===== src/rtl/cpu_bus_cycle_master_pkg.sv =====
// Shared types for the 8088-style bus cycle master: status codes, T-states
// and small helpers that classify a status code as a read or write cycle.
package cpu_bus_pkg;

   typedef enum logic [2:0] {
      ST_INTA  = 3'b000,
      ST_IORD  = 3'b001,
      ST_IOWR  = 3'b010,
      ST_HALT  = 3'b011,
      ST_CODE  = 3'b100,
      ST_MEMRD = 3'b101,
      ST_MEMWR = 3'b110,
      PASSIVE  = 3'b111
   } bus_status_t;

   typedef enum logic [2:0] {
      S_IDLE = 3'd0,
      S_T1   = 3'd1,
      S_T2   = 3'd2,
      S_T3   = 3'd3,
      S_TW   = 3'd4,
      S_T4   = 3'd5,
      S_TI   = 3'd6
   } bus_state_t;

   // Cycles whose data phase captures cpu_data_in.
   function automatic logic is_read(input bus_status_t s);
      return (s == ST_INTA) || (s == ST_IORD) || (s == ST_CODE) || (s == ST_MEMRD);
   endfunction

   // Cycles that drive cpu_data_bus from T1 through T4.
   function automatic logic is_write(input bus_status_t s);
      return (s == ST_IOWR) || (s == ST_MEMWR);
   endfunction

endpackage


===== src/rtl/cpu_bus_cycle_master.sv =====
// 8088-style bus initiator. Each accepted request runs one T-state sequence
// (two locked-then-unlocked cycles for INTA) and ends in a one-clock response.
//
// Request handshake: a request transfers on a rising edge where req_valid and
// req_ready are both high; req_ready is high only while the FSM is IDLE and
// reset is low, and req_type/req_address/req_data are captured on that edge.
// rsp_valid is a single-clock strobe with rsp_data/rsp_error valid alongside;
// there is no back-pressure on the response side.
module cpu_bus_cycle_master
   import cpu_bus_pkg::*;
#(
   parameter int MIN_WAIT_STATES = 1,
   parameter int READY_TIMEOUT   = 1023,
   parameter int IDLE_GAP        = 1
) (
   input  logic        clock,
   input  logic        reset,
   input  logic        req_valid,
   output logic        req_ready,
   input  logic [2:0]  req_type,
   input  logic [19:0] req_address,
   input  logic [7:0]  req_data,
   output logic        rsp_valid,
   output logic [7:0]  rsp_data,
   output logic        rsp_error,
   output logic [19:0] cpu_address,
   output logic [7:0]  cpu_data_bus,
   output logic        cpu_data_oe,
   input  logic [7:0]  cpu_data_in,
   output logic [2:0]  processor_status,
   output logic        processor_lock_n,
   input  logic        processor_ready,
   output logic        busy,
   output bus_state_t  dbg_state
);

   localparam int TMO_W  = $clog2(READY_TIMEOUT + 1);
   localparam int WAIT_W = $clog2(MIN_WAIT_STATES + 2);
   localparam int GAP_W  = $clog2(IDLE_GAP + 2);
   localparam logic [TMO_W-1:0]  TMO_LAST  = TMO_W'(READY_TIMEOUT - 1);
   localparam logic [TMO_W-1:0]  TMO_MAX   = TMO_W'(READY_TIMEOUT);
   // Ready is sampled at the end of the last forced TW clock and every TW clock after it.
   localparam logic [WAIT_W-1:0] WAIT_LAST = WAIT_W'((MIN_WAIT_STATES == 0) ? 0 : MIN_WAIT_STATES - 1);
   localparam logic [GAP_W-1:0]  GAP_LAST  = GAP_W'((IDLE_GAP == 0) ? 0 : IDLE_GAP - 1);

   bus_state_t        state_q, state_d;
   bus_status_t       kind_q, kind_d;
   logic [19:0]       addr_q, addr_d;
   logic [7:0]        data_q, data_d;
   logic [WAIT_W-1:0] wait_cnt_q, wait_cnt_d;
   logic [TMO_W-1:0]  tmo_cnt_q, tmo_cnt_d;
   logic [GAP_W-1:0]  gap_cnt_q, gap_cnt_d;
   logic              abort_q, abort_d;
   logic              inta_first_q, inta_first_d;
   logic              inta_again_q, inta_again_d;
   logic              null_rsp_q, null_rsp_d;
   logic [7:0]        rsp_data_q, rsp_data_d;
   logic              sample;
   logic              active;
   logic              bus_cycle;

   // Next-state logic: T-state sequencing, wait/timeout counting and response data capture.
   always_comb begin
      state_d      = state_q;
      kind_d       = kind_q;
      addr_d       = addr_q;
      data_d       = data_q;
      wait_cnt_d   = wait_cnt_q;
      tmo_cnt_d    = tmo_cnt_q;
      gap_cnt_d    = gap_cnt_q;
      abort_d      = abort_q;
      inta_first_d = inta_first_q;
      inta_again_d = inta_again_q;
      null_rsp_d   = 1'b0;
      rsp_data_d   = rsp_data_q;
      sample       = 1'b0;
      case (state_q)
         S_IDLE: begin
            if (req_valid) begin
               if (req_type == 3'b111) begin
                  // Passive code: no bus activity, just an empty response.
                  null_rsp_d = 1'b1;
                  rsp_data_d = 8'h00;
               end else begin
                  kind_d       = bus_status_t'(req_type);
                  addr_d       = req_address;
                  data_d       = req_data;
                  abort_d      = 1'b0;
                  inta_first_d = (req_type == ST_INTA);
                  inta_again_d = 1'b0;
                  state_d      = S_T1;
               end
            end
         end
         S_T1: begin
            wait_cnt_d   = '0;
            tmo_cnt_d    = '0;
            abort_d      = 1'b0;
            inta_again_d = 1'b0;
            state_d      = S_T2;
         end
         S_T2: begin
            if (kind_q == ST_HALT) begin
               rsp_data_d = 8'h00;
               state_d    = S_T4;
            end else begin
               state_d = S_T3;
            end
         end
         S_T3: begin
            if (MIN_WAIT_STATES > 0) state_d = S_TW;
            else                     sample  = 1'b1;
         end
         S_TW: begin
            if (wait_cnt_q == WAIT_LAST) sample     = 1'b1;
            else                         wait_cnt_d = wait_cnt_q + 1'b1;
         end
         S_T4: begin
            gap_cnt_d = '0;
            if (inta_first_q && !abort_q) begin
               inta_first_d = 1'b0;
               inta_again_d = 1'b1;
               state_d      = (IDLE_GAP == 0) ? S_T1 : S_TI;
            end else begin
               inta_first_d = 1'b0;
               state_d      = (IDLE_GAP == 0) ? S_IDLE : S_TI;
            end
         end
         S_TI: begin
            if (gap_cnt_q == GAP_LAST) state_d = inta_again_q ? S_T1 : S_IDLE;
            else                       gap_cnt_d = gap_cnt_q + 1'b1;
         end
         default: state_d = S_IDLE;
      endcase

      // READY sampling clock: finish on ready, abort on timeout, else keep waiting.
      if (sample) begin
         if (processor_ready) begin
            state_d = S_T4;
            if (!inta_first_q) rsp_data_d = is_read(kind_q) ? cpu_data_in : 8'h00;
         end else if (tmo_cnt_q >= TMO_LAST) begin
            state_d    = S_T4;
            abort_d    = 1'b1;
            rsp_data_d = 8'h00;
         end else begin
            state_d = S_TW;
            if (tmo_cnt_q != TMO_MAX) tmo_cnt_d = tmo_cnt_q + 1'b1;
         end
      end
   end

   // State and datapath registers; reset abandons any cycle in flight.
   always_ff @(posedge clock) begin
      if (reset) begin
         state_q      <= S_IDLE;
         kind_q       <= PASSIVE;
         addr_q       <= '0;
         data_q       <= '0;
         wait_cnt_q   <= '0;
         tmo_cnt_q    <= '0;
         gap_cnt_q    <= '0;
         abort_q      <= 1'b0;
         inta_first_q <= 1'b0;
         inta_again_q <= 1'b0;
         null_rsp_q   <= 1'b0;
         rsp_data_q   <= '0;
      end else begin
         state_q      <= state_d;
         kind_q       <= kind_d;
         addr_q       <= addr_d;
         data_q       <= data_d;
         wait_cnt_q   <= wait_cnt_d;
         tmo_cnt_q    <= tmo_cnt_d;
         gap_cnt_q    <= gap_cnt_d;
         abort_q      <= abort_d;
         inta_first_q <= inta_first_d;
         inta_again_q <= inta_again_d;
         null_rsp_q   <= null_rsp_d;
         rsp_data_q   <= rsp_data_d;
      end
   end

   assign active    = (state_q == S_T1) || (state_q == S_T2) || (state_q == S_T3) || (state_q == S_TW);
   assign bus_cycle = active || (state_q == S_T4);

   assign processor_status = active ? kind_q : PASSIVE;
   assign cpu_address      = bus_cycle ? addr_q : 20'h0;
   assign cpu_data_oe      = bus_cycle && is_write(kind_q);
   assign cpu_data_bus     = cpu_data_oe ? data_q : 8'h00;
   assign processor_lock_n = !(bus_cycle && inta_first_q);
   assign rsp_valid        = null_rsp_q || ((state_q == S_T4) && (!inta_first_q || abort_q));
   assign rsp_error        = (state_q == S_T4) && abort_q;
   assign rsp_data         = rsp_data_q;
   assign busy             = (state_q != S_IDLE);
   assign req_ready        = (state_q == S_IDLE) && !reset;
   assign dbg_state        = state_q;

endmodule


===== config.mk =====
export PLATFORM = sky130hd
export DESIGN_NAME = cpu_bus_cycle_master
export DESIGN_NICKNAME = d
export VERILOG_FILES = /design/src/rtl/cpu_bus_cycle_master_pkg.sv /design/src/rtl/cpu_bus_cycle_master.sv
export SDC_FILE = /design/constraint.sdc
export NUM_CORES = 1
export LEC_CHECK = 0
export CORE_ASPECT_RATIO = 0.6
export CORE_UTILIZATION = 36
export DETAILED_ROUTE_END_ITERATION = 16
export GPL_TIMING_DRIVEN = 0
export HOLD_SLACK_MARGIN = 0.08
export SLEW_MARGIN = 40
export SYNTH_ARGS = -nofsm -noshare
export SYNTH_HDL_FRONTEND = slang
export SYNTH_SLANG_ARGS = --single-unit

===== constraint.sdc =====
create_clock -name clock -period 3.25 [get_ports clock]
set_input_delay 0.325 -clock clock [delete_from_list [all_inputs] [get_ports clock]]
set_output_delay 0.325 -clock clock [all_outputs]
set_load 0.005 [all_outputs]

==> results of run 1 <==
power groups by stage:
stage	Clock, mW	Sequential [mW]	Combinational [mW]
global route	0.941	0.888	0.882
global placement	0	0.887	0.782
detailed placement	0	0.890	0.791
CTS	0.900	0.875	0.796
floorplan	0	0.875	0.447
finish	0.880	0.877	0.798
registers in the layout, indices dropped and copies added, names as in the netlist:
register and count:
addr_q 20, tmo_cnt_q 10, data_q 8, rsp_data 8
dbg_state 3, kind_q 3, gap_cnt_q 2, wait_cnt_q 2
abort_q 1, inta_again_q 1, inta_first_q 1, null_rsp_q 1
metal layers:
| layer | vias to the layer above | track usage, % |
|---|---|---|
| li1 | 1453 | - |
| met1 | 1315 | 30.70 |
| met2 | 128 | 27.25 |
| met3 | 9 | 7.484 |
| met4 | 0 | 6.410 |
| met5 | - | 0 |
tightest hold or removal path, delay by kind of cell (launching register included):
kind | cells | cell delay [ps]
DFF | 1 | 300
and+or+nand+nor | 1 | 50
AOI/OAI and AO/OA | 1 | 50
worst max path at each step:
stage | start | endpoint | depth (start not counted)
floorplan | tmo_cnt_q[0] | rsp_data[0] | 6
finish | dbg_state[1] | cpu_data_bus[1] | 6
detailed placement | reset | req_ready | 5
global placement | reset | req_ready | 5
global route | dbg_state[1] | cpu_data_bus[5] | 6
CTS | dbg_state[1] | cpu_data_bus[1] | 6
logic make-up (layout without fill, tap and decap cells):
family                   after synthesis  count (layout)  synth area share [%]
AO/OA/AOI/OAI                         81              81                 17.92
multiplexers                           2               2                0.7751
adder cells (fa/ha/maj)                4               4                 1.723
flip-flops                            60              60                 41.34
XOR/XNOR                               2               2                0.6030
AND/OR/NAND/NOR                      179             179                 33.07
buffers and inverters                 33             139                 4.565
per-stage QoR:
| step | std cells | setup slack (ps) | instance area [µm²] |
|---|---|---|---|
| after floorplan | 361 | 1375 | 2905 |
| after global placement | 555 | 495.9 | 3936 |
| after detailed placement | 555 | 467.5 | 3949 |
| after CTS | 571 | 312.0 | 4229 |
| after global routing | 571 | 187.6 | 4238 |
| final | 571 | 327.2 | 4238 |
area by class of cell:
class / count / area share (%)
sequential: 60 / 28.34
multi-input combinational: 268 / 37.58
clock inverter: 4 / 0.5610
clock buffer: 12 / 6.053
timing repair buffer: 90 / 21.26
tap: 104 / 3.071
inverter: 11 / 0.9743
buffer: 22 / 2.155
cells in the final DEF, fill, tap and decap left out, types with 10 or more instances in the layout:
cell type        instances
clkbuf_1                17
a21oi_1                 41
and2_1                  29
nand2_1                 73
nand2b_1                10
nor3_1                  11
clkdlybuf4s50_1         90
dfxtp_1                 60
inv_1                   10
nor2_1                  14
==> results.sh, run 1 <==
export IMPL_outcome="finished clean"
export IMPL_min_to="data_q[3]"
export IMPL_cts_repair_resized=0
export IMPL_antennaDiodeCount=0
export IMPL_holdCritPathClass="reg2reg"
export IMPL_fmax_mhz=342.1
export IMPL_top_layer="met4"
export IMPL_pwr_share_seq_pct=34.3
export IMPL_switching_share_pct=32.62
export IMPL_synth_seq_cells=60
export IMPL_avgViaCountPerCell=5.088
export IMPL_switching_power_uw=833.7
export IMPL_start_util_pct=38.55
export IMPL_reg2reg_depth=6
export IMPL_synth_ff_type="dfxtp_1"
export IMPL_synth_seq_area_share_pct=41.34
export IMPL_finalHoldViolations=0
export IMPL_p_comb_share_pct=31.2
export IMPL_critPathKind="reg2out"
export IMPL_grt_max_degree=11
export IMPL_clk_pin_slew_ps=50
export IMPL_area_growth_pct=45.87
export IMPL_io_buffers=90
export IMPL_firstDrtPassIters=5
export IMPL_drive_gt1_share_pct=7.066
export IMPL_critPathRequiredTime_ps=2920
export IMPL_max_stage_delay_ps=510
export IMPL_ant_nets=0
export IMPL_critical_path_top_delay_family="buffers and inverters"
export IMPL_tightest_slew_ps=641.4
export IMPL_rrSetupSlack_ps=1150
export IMPL_hold_path_depth=2
export IMPL_reg2reg_from="tmo_cnt_q[0]"
export IMPL_synth_top_area_share_pct=41.34
export IMPL_grt_use_total_pct=20.71
export IMPL_rsz0062_at_grt="false"
export IMPL_finalCriticalPeriod_ps=2923
export IMPL_h_tree_depth=3
export IMPL_r2r_end="rsp_data[2]"
export IMPL_core_um2=7537
export IMPL_synth_nets=408
export IMPL_hpwl_um=6137
export IMPL_netlist_top_cells_count="nand2_1 (73), dfxtp_1 (60), a21oi_1 (41), and2_1 (29), clkbuf_1 (16)"
export IMPL_seq_area_um2=1201
export IMPL_post_route_util_pct=56.23
export IMPL_cp_start_kind="register"
export IMPL_num_vias=2905
export IMPL_num_rows=24
export IMPL_synthTopCellsByArea="dfxtp_1 (41%), nand2_1 (9.4%), a21oi_1 (7.1%), and2_1 (6.2%), a22o_1 (2.7%)"
export IMPL_multi_input_area_um2=1593
export IMPL_numCtsBuffers=9
export IMPL_slew_limit_headroom_pct=57.24
export IMPL_gp_congestion=0.8480
export IMPL_clock_latency_ps=330
export IMPL_avgSynthCellArea_um2=8.048
export IMPL_power_density_nw_per_um2=603.0
export IMPL_postCtsSetupBuffers=0
export IMPL_dr_first_iter_drc_count=274
export IMPL_synth_edf_count=0
export IMPL_synth_area_um2=2905
export IMPL_slew_violations=0
export IMPL_wl_um=8285
export IMPL_crit_slowest_cell="clkdlybuf4s50_1"
export IMPL_cpMostUsedCell="clkbuf_1"
export IMPL_grt_first_pass_wirelength_um=13510
export IMPL_p_total_mw=2.555
export IMPL_clock_path_buffers=2
export IMPL_yosys_cell_types_count=55
export IMPL_cp_arrival_ps=2600
export IMPL_path_cells="clkbuf_1 > a21oi_1 > and3b_1 > clkbuf_1 > and2_1 > clkdlybuf4s50_1"
export IMPL_p_leak_nw=1.573
export IMPL_nFillCells=735
export IMPL_cts_tree="done"
export IMPL_period_share_pct=89.93
export IMPL_dieArea_um2=8445
export IMPL_overflow=0
export IMPL_cap_violations=0
export IMPL_vdd_drop_max_v=0.0002792
export IMPL_post_route_drc_count=0
export IMPL_routedWlPerCell_um=14.51
export IMPL_end_kind="primary output"
export IMPL_m1WireLength_um=4468
export IMPL_cts_hold_buf=0
export IMPL_netlist_top_cell_by_area="dfxtp_1"
export IMPL_fin_nets=509
export IMPL_grt_antenna_before_repair=0
export IMPL_die_h_um=71.59
export IMPL_fin_setup_tns_ps=0
export IMPL_wl_met3_um=621
export IMPL_die_width_um=118.0
export IMPL_crit_path_max_fanout=10
export IMPL_root_buffer="clkbuf_16"
export IMPL_p_int_mw=1.722
export IMPL_async_flop_share_pct=0
export IMPL_min_from="data_q[3]"
export IMPL_wl_met2_um=3107
export IMPL_synthCells=361
export IMPL_yosysMostFrequentCell="nand2_1"
export IMPL_fin_skew_ps=5.755
export IMPL_grt_pass1_vias=2604
export IMPL_hold_ws_ps=447.4
export IMPL_ioPinCount=91
export IMPL_cts_sinks=60
export IMPL_cp_num_buf_inv=3
export IMPL_setup_violations_final=0
export IMPL_synth_warnings=0
export IMPL_p_clk_share_pct=34.4
(Power assumes the default switching activity.)
==> run 2: changes to the inputs <==
--- a/config.mk
+++ b/config.mk
@@ -10,7 +10,7 @@
 export DETAILED_ROUTE_END_ITERATION = 16
 export GPL_TIMING_DRIVEN = 0
 export HOLD_SLACK_MARGIN = 0.08
-export SLEW_MARGIN = 40
+export SLEW_MARGIN = 15
 export SYNTH_ARGS = -nofsm -noshare
 export SYNTH_HDL_FRONTEND = slang
 export SYNTH_SLANG_ARGS = --single-unit
==> run 2 against run 1 <==
Net effect: critical path depth unchanged; worst setup slack improved by 33 ps; first-iteration DRC count increased by 17%; sequential power about the same; wire length decreased by 1.1%; sequential share of layout area increased by 0.067 points; die area unchanged; critical endpoint unchanged.
==> results.sh, run 2 (synthesized netlist as in run 1, its figures left out) <==
export IMPL_start_util_pct=38.55
export IMPL_vdd_drop_max_v=0.0003383
export IMPL_finalHoldViolations=0
export IMPL_overflow=0
export IMPL_slew_violations=0
export IMPL_wl_um=8190
export IMPL_cp_start_kind="register"
export IMPL_p_leak_nw=1.569
export IMPL_worst_slack_ps=360.0
export IMPL_die_width_um=118.0
export IMPL_numCtsBuffers=9
export IMPL_p_total_mw=2.585
export IMPL_crit_path_max_fanout=10
export IMPL_place_ws_ps=510.9
export IMPL_setup_violations_final=0
export IMPL_io_buffers=90
export IMPL_clk_pin_slew_ps=50
export IMPL_grt_max_degree=11
export IMPL_antennaDiodeCount=0
export IMPL_rsz0062_at_grt="false"
export IMPL_area_growth_pct=45.52
export IMPL_root_buffer="clkbuf_16"
export IMPL_top_register="addr_q"
export IMPL_routedWlPerCell_um=14.37
export IMPL_num_rows=24
export IMPL_seq_area_um2=1201
export IMPL_end_kind="primary output"
export IMPL_layout_commonest_cell="clkdlybuf4s50_1"
export IMPL_cts_sinks=60
export IMPL_cp_arrival_ps=2560
export IMPL_grt_use_total_pct=20.37
export IMPL_grt_first_pass_wirelength_um=13390
export IMPL_fmax_mhz=346.0
export IMPL_num_vias=2913
export IMPL_gp_congestion=0.8480
export IMPL_largest_reg_flops=20
export IMPL_h_tree_depth=3
export IMPL_die_h_um=71.59
export IMPL_core_um2=7537
export IMPL_fin_nets=509
export IMPL_fin_setup_tns_ps=0
export IMPL_grt_antenna_before_repair=0
export IMPL_firstDrtPassIters=7
export IMPL_slew_limit_headroom_pct=34.88
export IMPL_hpwl_um=6105
export IMPL_fin_skew_ps=6.511
export IMPL_period_share_pct=88.92
export IMPL_cts_tree="done"
export IMPL_multi_input_area_um2=1572
export IMPL_postCtsSetupBuffers=0
export IMPL_nFillCells=729
export IMPL_ant_nets=0
export IMPL_tightest_slew_ps=974.9
export IMPL_top_regs="addr_q: 20 flops, tmo_cnt_q: 10 flops"
export IMPL_critPathKind="reg2out"
export IMPL_hold_ws_ps=447.8
export IMPL_cts_hold_buf=0
export IMPL_clock_path_buffers=2
export IMPL_dieArea_um2=8445
export IMPL_drive_gt1_share_pct=7.082
export IMPL_outcome="finished clean"
export IMPL_grt_pass1_vias=2590
export IMPL_cap_violations=0
export IMPL_holdCritPathClass="reg2reg"
export IMPL_cts_repair_resized=0
export IMPL_post_route_drc_count=0
export IMPL_mostFrequentLayoutCells="clkdlybuf4s50_1 (90), nand2_1 (73), dfxtp_1 (60), a21oi_1 (41), and2_1 (29)"
export IMPL_ioPinCount=91
export IMPL_critPathRequiredTime_ps=2920
export IMPL_avgViaCountPerCell=5.111
export IMPL_power_density_nw_per_um2=611.4
export IMPL_finalCriticalPeriod_ps=2890
export IMPL_dr_first_iter_drc_count=321
export IMPL_clock_latency_ps=320
==> run 2: cell types whose count changed in the layout (fill, tap and decap cells not counted), sizes merged <==
cell	delta
clkinv	-1
clkinvlp	+1
clkbuf	-2
bufinv	+1
==> run 2: layout make-up <==
type | count | share of cell area (%)
plain buffers | 22 | 2.160
clock buffers | 10 | 5.653
clock inverters | 5 | 1.243
inverters | 11 | 0.9766
multi-input cells | 268 | 37.17
flip-flops and latches | 60 | 28.41
well taps | 104 | 3.078
repair buffers | 90 | 21.31
==> run 2: path summary, 6_finish.rpt <==
check	from	end	slack (ps)	cells past startpoint
min	addr_q[19]	addr_q[19]	450	2
max reg2reg	tmo_cnt_q[0]	rsp_data[7]	930	6
min reg2reg	addr_q[19]	addr_q[19]	450	2
max	dbg_state[1]	cpu_data_bus[1]	360	6
==> run 2: metrics by stage <==
| stage | std cells | util (%) | cell area (µm²) |
|---|---|---|---|
| detailed placement | 555 | 52.22 | 3936 |
| global route | 570 | 56.09 | 4228 |
| floorplan | 361 | - | 2905 |
| finish | 570 | 56.09 | 4228 |
| global placement | 555 | 52.22 | 3936 |
| CTS | 570 | 56.09 | 4228 |
==> run 2: report_power, final <==
part           internal, mW  leakage (nW)  total [mW]  switching, mW
registers             0.818         0.488       0.874         0.0559
logic                 0.347         0.936       0.789          0.441
clock network         0.604         0.144       0.922          0.317
total                  1.77          1.57        2.58          0.815
==> run 2: critical path, stage by stage (launching register included) <==
cell             delay [ps]
dfxtp_1                 370
clkbuf_1                240
a21oi_1                 410
and3b_1                 230
clkbuf_1                290
and2_1                  190
clkdlybuf4s50_1         520
==> run 2: metal layers <==
layer	wire (µm)	vias up	global-route usage, %	share of wire [%]
li1	-	1459	-	-
met4	75	0	5.556	0.92
met1	4338	1336	30.58	53
met3	608	9	6.688	7.4
met5	0	-	0	0
met2	3168	109	27.19	39
